--- src/rtl/mix_columns_seq.sv ---
`default_nettype none
// ============================================================================
// Module   : mix_columns_seq
// Brief    : Sequential AES MixColumns / InvMixColumns engine. Accepts a
//            32*NB-bit state over valid/ready, transforms one 32-bit column
//            per clock and returns the result over a second valid/ready.
// Revision : 1.0 - initial release
// ============================================================================
module mix_columns_seq #(
   parameter int NB     = 4,
   parameter bit INV_EN = 1'b1
) (
   input  logic             clk,
   input  logic             rst,
   input  logic             in_valid,
   output logic             in_ready,
   input  logic [32*NB-1:0] state_i,
   input  logic             inv_i,
   output logic             out_valid,
   input  logic             out_ready,
   output logic [32*NB-1:0] state_o,
   output logic             busy
);

   localparam int            CW       = (NB > 1) ? $clog2(NB) : 1;
   localparam logic [CW-1:0] LAST_COL = CW'(NB - 1);

   typedef enum logic [1:0] {
      IDLE = 2'd0,
      RUN  = 2'd1,
      DONE = 2'd2
   } fsm_t;

   fsm_t             fsm;
   fsm_t             fsm_nx;
   logic [CW-1:0]    col_cnt;
   logic [32*NB-1:0] captured;
   logic [32*NB-1:0] result;
   logic             inv_flag;
   logic [31:0]      col_in;
   logic [31:0]      col_out;

   // GF(2^8) multiply by x, reduced modulo x^8+x^4+x^3+x+1
   function automatic logic [7:0] xtime(input logic [7:0] x);
      return {x[6:0], 1'b0} ^ (x[7] ? 8'h1B : 8'h00);
   endfunction

   // Forward column mix: coefficient row {2,3,1,1} rotated per output byte
   function automatic logic [31:0] mix_fwd(input logic [31:0] c);
      logic [7:0] a [4];
      logic [7:0] d [4];
      for (int i = 0; i < 4; i++) begin
         a[i] = c[31-8*i -: 8];
         d[i] = xtime(a[i]);
      end
      return {d[0] ^ d[1] ^ a[1] ^ a[2] ^ a[3],
              a[0] ^ d[1] ^ d[2] ^ a[2] ^ a[3],
              a[0] ^ a[1] ^ d[2] ^ d[3] ^ a[3],
              d[0] ^ a[0] ^ a[1] ^ a[2] ^ d[3]};
   endfunction

   // Inverse column mix: coefficient row {14,11,13,9} rotated per output byte
   function automatic logic [31:0] mix_inv(input logic [31:0] c);
      logic [7:0] a   [4];
      logic [7:0] x2  [4];
      logic [7:0] x4  [4];
      logic [7:0] x8  [4];
      logic [7:0] m9  [4];
      logic [7:0] m11 [4];
      logic [7:0] m13 [4];
      logic [7:0] m14 [4];
      for (int i = 0; i < 4; i++) begin
         a[i]   = c[31-8*i -: 8];
         x2[i]  = xtime(a[i]);
         x4[i]  = xtime(x2[i]);
         x8[i]  = xtime(x4[i]);
         m9[i]  = x8[i] ^ a[i];
         m11[i] = x8[i] ^ x2[i] ^ a[i];
         m13[i] = x8[i] ^ x4[i] ^ a[i];
         m14[i] = x8[i] ^ x4[i] ^ x2[i];
      end
      return {m14[0] ^ m11[1] ^ m13[2] ^ m9[3],
              m9[0]  ^ m14[1] ^ m11[2] ^ m13[3],
              m13[0] ^ m9[1]  ^ m14[2] ^ m11[3],
              m11[0] ^ m13[1] ^ m9[2]  ^ m14[3]};
   endfunction

   // Select the column addressed by the counter from the captured state
   always_comb begin
      col_in = '0;
      for (int c = 0; c < NB; c++) begin
         if (col_cnt == CW'(c)) begin
            col_in = captured[32*(NB-c)-1 -: 32];
         end
      end
   end

   // The inverse datapath only exists when it is enabled
   generate
      if (INV_EN) begin : g_inv
         assign col_out = inv_flag ? mix_inv(col_in) : mix_fwd(col_in);
      end else begin : g_fwd_only
         assign col_out = mix_fwd(col_in);
      end
   endgenerate

   // FSM state register
   always_ff @(posedge clk) begin
      if (rst) begin
         fsm <= IDLE;
      end else begin
         fsm <= fsm_nx;
      end
   end

   // Next-state and handshake outputs
   always_comb begin
      fsm_nx    = fsm;
      in_ready  = 1'b0;
      out_valid = 1'b0;
      busy      = 1'b1;
      case (fsm)
         IDLE: begin
            in_ready = 1'b1;
            busy     = 1'b0;
            if (in_valid) begin
               fsm_nx = RUN;
            end
         end
         RUN: begin
            if (col_cnt == LAST_COL) begin
               fsm_nx = DONE;
            end
         end
         DONE: begin
            out_valid = 1'b1;
            if (out_ready) begin
               fsm_nx = IDLE;
            end
         end
         default: begin
            fsm_nx = IDLE;
            busy   = 1'b0;
         end
      endcase
   end

   // Capture on acceptance, then write one transformed column per RUN cycle
   always_ff @(posedge clk) begin
      if (rst) begin
         col_cnt  <= '0;
         captured <= '0;
         result   <= '0;
         inv_flag <= 1'b0;
      end else if (fsm == IDLE && in_valid) begin
         captured <= state_i;
         inv_flag <= inv_i & INV_EN;
         col_cnt  <= '0;
      end else if (fsm == RUN) begin
         for (int c = 0; c < NB; c++) begin
            if (col_cnt == CW'(c)) begin
               result[32*(NB-c)-1 -: 32] <= col_out;
            end
         end
         // Counter parks on the last column; it is cleared on the next acceptance
         if (col_cnt != LAST_COL) begin
            col_cnt <= col_cnt + CW'(1);
         end
      end
   end

   assign state_o = result;

endmodule
`default_nettype wire

--- config.mk ---
export PLATFORM = sky130hd
export DESIGN_NAME = mix_columns_seq
export DESIGN_NICKNAME = d
export VERILOG_FILES = /design/src/rtl/mix_columns_seq.sv
export SDC_FILE = /design/constraint.sdc
export NUM_CORES = 1
export LEC_CHECK = 0
export CAP_MARGIN = 15
export CORE_MARGIN = 2
export CORE_UTILIZATION = 34
export DETAILED_ROUTE_END_ITERATION = 8
export MAX_ROUTING_LAYER = met4
export PLACE_DENSITY = 0.67
export SYNTH_ARGS = -nofsm -noshare
export SYNTH_HDL_FRONTEND = slang
export SYNTH_SLANG_ARGS = --single-unit
--- constraint.sdc ---
create_clock -name clk -period 7.9 [get_ports clk]
set_input_delay 0.79 -clock clk [delete_from_list [all_inputs] [get_ports clk]]
set_output_delay 0.79 -clock clk [all_outputs]
set_load 0.02 [all_outputs]
; ---- Yosys cells after proc, flatten, opt, wreduce, memory -nomap -nowiden
; Cells that the tools add are included.
[op_classes]
order_cmp = 0
eq_ne = 9
n_bitwise = 65
n_reduce_logical = 11
mux = 24
n_shift = 0
div = 0
n_addsub = 1
n_mul = 0
[ops]
columns = cell, n
row1 = $xor A8 B8 Y8, 52
row2 = $mux W32, 5
row3 = $xor A8 B5 Y8, 12
row4 = $mux W5, 12
row5 = $reduce_and A3 Y1, 5
row6 = $ne A2 B2 Y1 const B, 4
row7 = $eq A2 B2 Y1 const B, 3
row8 = $mux W2, 3
row9 = $pmux W2 S3, 1
row10 = $eq A2 B1 Y1 const B, 2
row11 = $logic_not A2 Y1, 2
row12 = $reduce_or A2 Y1, 2
row13 = $mux W1, 3
row14 = $add A2 B1 Y2 const B, 1
row15 = $reduce_and A2 Y1, 1
row16 = $logic_and A1 B1 Y1, 1
row17 = $not A1 Y1, 1
[totals]
ramBits = 0
in_bits = 133
latchBits = 0
rom_bits = 0
output_inout_bits = 131
memories = 0
ff_bits = 261

; ---- Longest topological paths before layout
[logic_depth]
word_depth = 17
depth_mapped = 17
mapped_depth_nobuf = 11

; ---- Worst setup path after synthesis
; Ideal clock, no wire load.
[synth_path]
kind = register to register
startpoint = reg col_cnt[0]
endpoint = reg result[4] (netlist: state_o[4])
arrival_ns = 3.342
period_less_slack_ns = 3.475
path_slack_ns = 4.425
path_stages_with_launch = 13
path_buffers = 1
path_cell_list = dfxtp_1 -> inv_1 -> ha_1 -> buf_4 -> nor2_1 -> a311oi_4 -> xnor2_2 -> xnor3_2 -> xnor3_1 -> xnor3_1 -> nand2b_1 -> xnor2_1 -> a21oi_1
[synth_between]
elab_chain_cells = 15
elab_cells_between_ends = 47
cone_classes = eq/ne: 3 / mux: 16 / bitwise: 26 / reduce/logical: 2
[synth_rtl]
columns = element, line_no
row1 = start: declaration, 36  ; logic [CW-1:0] col_cnt;
row2 = start signal: assignment, 167  ; col_cnt <= col_cnt + CW'(1);
row3 = $logic_not A2 Y1, 92  ; if (col_cnt == CW'(c)) begin
row4 = $mux W32 (4 in series), 92
row5 = $xor A8 B5 Y8, 45  ; return {x[6:0], 1'b0} ^ (x[7] ? 8'h1B : 8'h00);
row6 = $mux W5 / $xor A8 B5 Y8 (equally long branches), 45
row7 = $xor A8 B5 Y8 / $mux W5 (equally long branches), 45
row8 = $xor A8 B5 Y8, 45
row9 = $xor A8 B8 Y8 (on tied branches) (2 in series), "78, 79"
row10 = $xor A8 B8 Y8 (3 in series), 85  ; m11[0] ^ m13[1] ^ m9[2] ^ m14[3]};
row11 = $mux W32, 101  ; assign col_out = inv_flag ? mix_inv(col_in) : mix_fwd(col_in);
row12 = end signal: indexed assignment, 162  ; result[32*(NB-c)-1 -: 32] <= col_out;
row13 = end: declaration, 38  ; logic [32*NB-1:0] result;
; Several ways; a longest one is shown, not always the timed one.
; A chain may end at the register's enable or synchronous reset.

; ---- Worst setup path in the final report
[layout_path]
startpoint = reg col_cnt[0]
endpoint = reg result[12] (netlist: state_o[12])
[layout_between]
elab_chain_cells = 15
elab_cells_between_ends = 47
cone_classes = eq/ne: 3 / mux: 16 / bitwise: 26 / reduce/logical: 2
[layout_rtl]
columns = element, line_no
row1 = $logic_not A2 Y1, 92
row2 = $mux W32 (4 in series), 92
row3 = $xor A8 B5 Y8, 45
row4 = $mux W5 / $xor A8 B5 Y8 (equally long branches), 45
row5 = $xor A8 B5 Y8 / $mux W5 (equally long branches), 45
row6 = $xor A8 B5 Y8, 45
row7 = $xor A8 B8 Y8 (2 in series), 79  ; m13[i] = x8[i] ^ x4[i] ^ a[i];
row8 = $xor A8 B8 Y8 (3 in series), 84  ; m13[0] ^ m9[1] ^ m14[2] ^ m11[3],
row9 = $mux W32, 101
; Several ways; a longest one is shown, not always the timed one.

==> flow_summary.json <==
{
  "status": "finished, final reports clean",
  "syn_area_um2": 12800,
  "cts_tree": "yes",
  "cts_sinks": 261,
  "critical_path.startpoint": "col_cnt[0]$_SDFFE_PP0P_",
  "async_flop_share": 0,
  "overflow": 0,
  "worst_pin_slew_ns": 1.11,
  "drive_gt1_frac": 0.0515,
  "rows": 71,
  "final-hold-violation-count": 0,
  "r2r_start": "col_cnt[0]$_SDFFE_PP0P_",
  "synth_top_area_frac": 0.408,
  "grt_util_met3": 0.0295,
  "finalCriticalPeriod_ns": 4.86,
  "insertion_delay_ns": 0.55,
  "syn_inst": 1511,
  "cts.clk_slew.worst_paths_ns": 0.06,
  "pin_count": 264,
  "synth_area_leaders": "dfxtp_1 41%, nand2_1 9.5%, a21oi_1 8.7%, xnor2_1 8.5%, xnor3_1 3.7%",
  "cap_violations": 0,
  "h-tree-depth": 1,
  "syn_avg_cell_area_um2": 8.47,
  "gp_congestion": 0.924,
  "die_y_um": 198,
  "first_pass_iters": 5,
  "drc": 0,
  "ys_seq_area_frac": 0.408,
  "cp-end-kind": "flop",
  "slew_violations": 0,
  "place.detailed.hpwl_mm": 30.7,
  "cts_setup_buffers": 0,
  "cpPeakStageDelay_ns": 0.77,
  "syn2layout_area_growth_pct": 29.4,
  "setup_violations": 0,
  "hold_start": "captured[31]$_SDFFE_PP0P_",
  "placed_cells": 2168,
  "dieArea_um2": 39200,
  "grt_use_met1": 0.290,
  "fmax_mhz": 206,
  "wl_mm": 41.4,
  "critPathSlowestCell": "nor2_1",
  "drt_iter0_markers": 822,
  "num_vias": 11300,
  "dieWidth_um": 198,
  "critPathRequiredTime_ns": 8.27,
  "final_cells": 2221,
  "synth_top_area_cell": "dfxtp_1",
  "ys_types": 69,
  "grt_pass1_vias": 10700,
  "path_cells": "inv_1 > ha_1 > buf_4 > nor2_1 > o211ai_1 > o311a_1 > xnor2_1 > xnor3_1 > xor3_1 > nand2_1 > xnor2_1 > a21oi_1",
  "synth_enable_flop_cells": 0,
  "core-area_um2": 37400,
  "crit_arrival_ns": 5.23,
  "wl_per_cell_um": 18.6,
  "path_common_cell": "xnor2_1",
  "worstPathMaxFanout": 25,
  "avgViaCountPerCell": 5.09,
  "cellPowerDensity_nw_per_um2": 276,
  "hold_class": "flop to flop",
  "use_met2": 0.327,
  "irDropWorstVdd_uv": 159,
  "ant_nets": 0,
  "synth_flop_cell": "dfxtp_1",
  "holdWs_ns": 0.453,
  "yosysWarnings": 0,
  "grt-busiest-layer": "met2",
  "startpoint_type": "flop",
  "nets": 1831,
  "syn-num-nets": 1652,
  "min_period_over_period": 0.615,
  "io_buffers": 263,
  "grt_pass1_wl_mm": 62.5,
  "setup-tns-final_ns": 0,
  "relSlewSlack": 0.261,
  "diodes": 0,
  "cts_buffer_depth": 3,
  "rsz0062_at_grt": "false",
  "post_cts_resized": 0,
  "grt_use_total": 0.211,
  "cts_made_buffers": 29,
  "cts_root_buf": "clkbuf_16",
  "finClkSkew_ns": 0.0196,
  "start_util": 0.342,
  "worst_slack_ns": 3.04,
  "critical_path_class": "flop to flop",
  "antenna_found_initial": 0,
  "dp_slack_ns": 3.13,
  "ys_ff_latch": 261,
  "ctsHoldBuffers": 0,
  "grt_max_degree": 108,
  "power.leakage_nw": 5.97
}
-- cells by family (layout without fill, tap and decap cells) --
group | after synthesis | in the layout | share of synthesized area
compound gates | 410 | 410 | 0.196
xor+xnor | 194 | 194 | 0.166
fa+ha+maj | 8 | 8 | 0.00782
buf+inv | 137 | 336 | 0.0468
flops | 261 | 261 | 0.408
mux | 9 | 9 | 0.00704
simple gates | 492 | 492 | 0.169
-- registers in the layout, summed over array words and instances (netlist names) --
register / flops
inv_flag: 1
col_cnt: 2
captured: 128
fsm: 2
state_o: 128
-- report_power, final --
group	switching [mW]	total, mW	leakage [nW]	internal [mW]
sequential	0.0610	1.47	2.13	1.41
clock	0.535	1.33	0.458	0.793
combinational	1.00	1.77	3.38	0.770
-- per-layer routing --
| layer | share of wire | up-vias |
|---|---|---|
| met3 | 0.072 | 55 |
| met1 | 0.46 | 5294 |
| met5 | 0 | - |
| met4 | 0.022 | 0 |
| li1 | - | 5512 |
| met2 | 0.44 | 439 |
-- layout make-up --
cell class | count | area, um2
Inverter | 11 | 41.3
Multi-Input combinational cell | 1113 | 7000
Clock inverter | 8 | 96.3
Tap cell | 511 | 639
Clock buffer | 43 | 838
Timing Repair Buffer | 274 | 2730
Sequential cell | 261 | 5230
Fill cell | 3687 | 20800
-- final timing paths --
kind,to,slack [ns],depth (start not counted)
worst max-delay path,state_o[12]$_SDFFE_PP0P_,3.04,12
worst min-delay path,captured[31]$_SDFFE_PP0P_,0.45,2
worst max register to register,state_o[12]$_SDFFE_PP0P_,3.04,12
worst min register to register,captured[31]$_SDFFE_PP0P_,0.45,2
-- worst max-delay path, delay by kind of cell (launching register included) --
kind	cells	cell delay (ns)
XOR/XNOR	4	2.10
AND/OR/NAND/NOR	2	0.88
AO/OA/AOI/OAI	3	0.71
flip-flops	1	0.40
buffers and inverters	2	0.32
adder cells (fa/ha/maj)	1	0.24
-- Yosys cell counts (all sizes together), types with 3 or more instances --
cell      n
a211oi   46
nand2   325
a21oi   222
a221o     3
buf      35
or3b      3
o21ai    72
inv      11
nand2b   15
or3       4
o311a    13
a22oi     4
a211o     6
o21a      3
nand3b   11
and4      4
nor2     60
nor4b     5
nor2b    11
dfxtp   261
o211ai   12
o31a      4
and3      5
nand3    15
xnor3    22
a31oi     3
nor3     15
mux2i     9
nor3b     6
clkbuf   91
nor4      3
xnor2   129
xor3      4
and2      5
ha        8
a221oi    6
xor2     39
o31ai     4
-- stage by stage --
step	instance area [um2]	total power [mW]	utilization
after floorplan	12800	2.73	-
final	16600	4.57	0.443
after CTS	16500	4.58	0.442
after global routing	16600	4.78	0.443
after global placement	15600	3.24	0.417
after detailed placement	15600	3.26	0.417
-- cell usage in the layout, fill, tap and decap left out, types with 21 or more instances in the layout --
cell             count
a211oi_1            43
a21oi_1            222
clkbuf_16           29
clkdlybuf4s50_1    262
dfxtp_1            261
nand2_1            323
nor2_1              60
o21ai_0             71
xnor2_1            124
xnor3_1             21
xor2_1              38
Note: power is estimated with default switching activity, not from simulation.
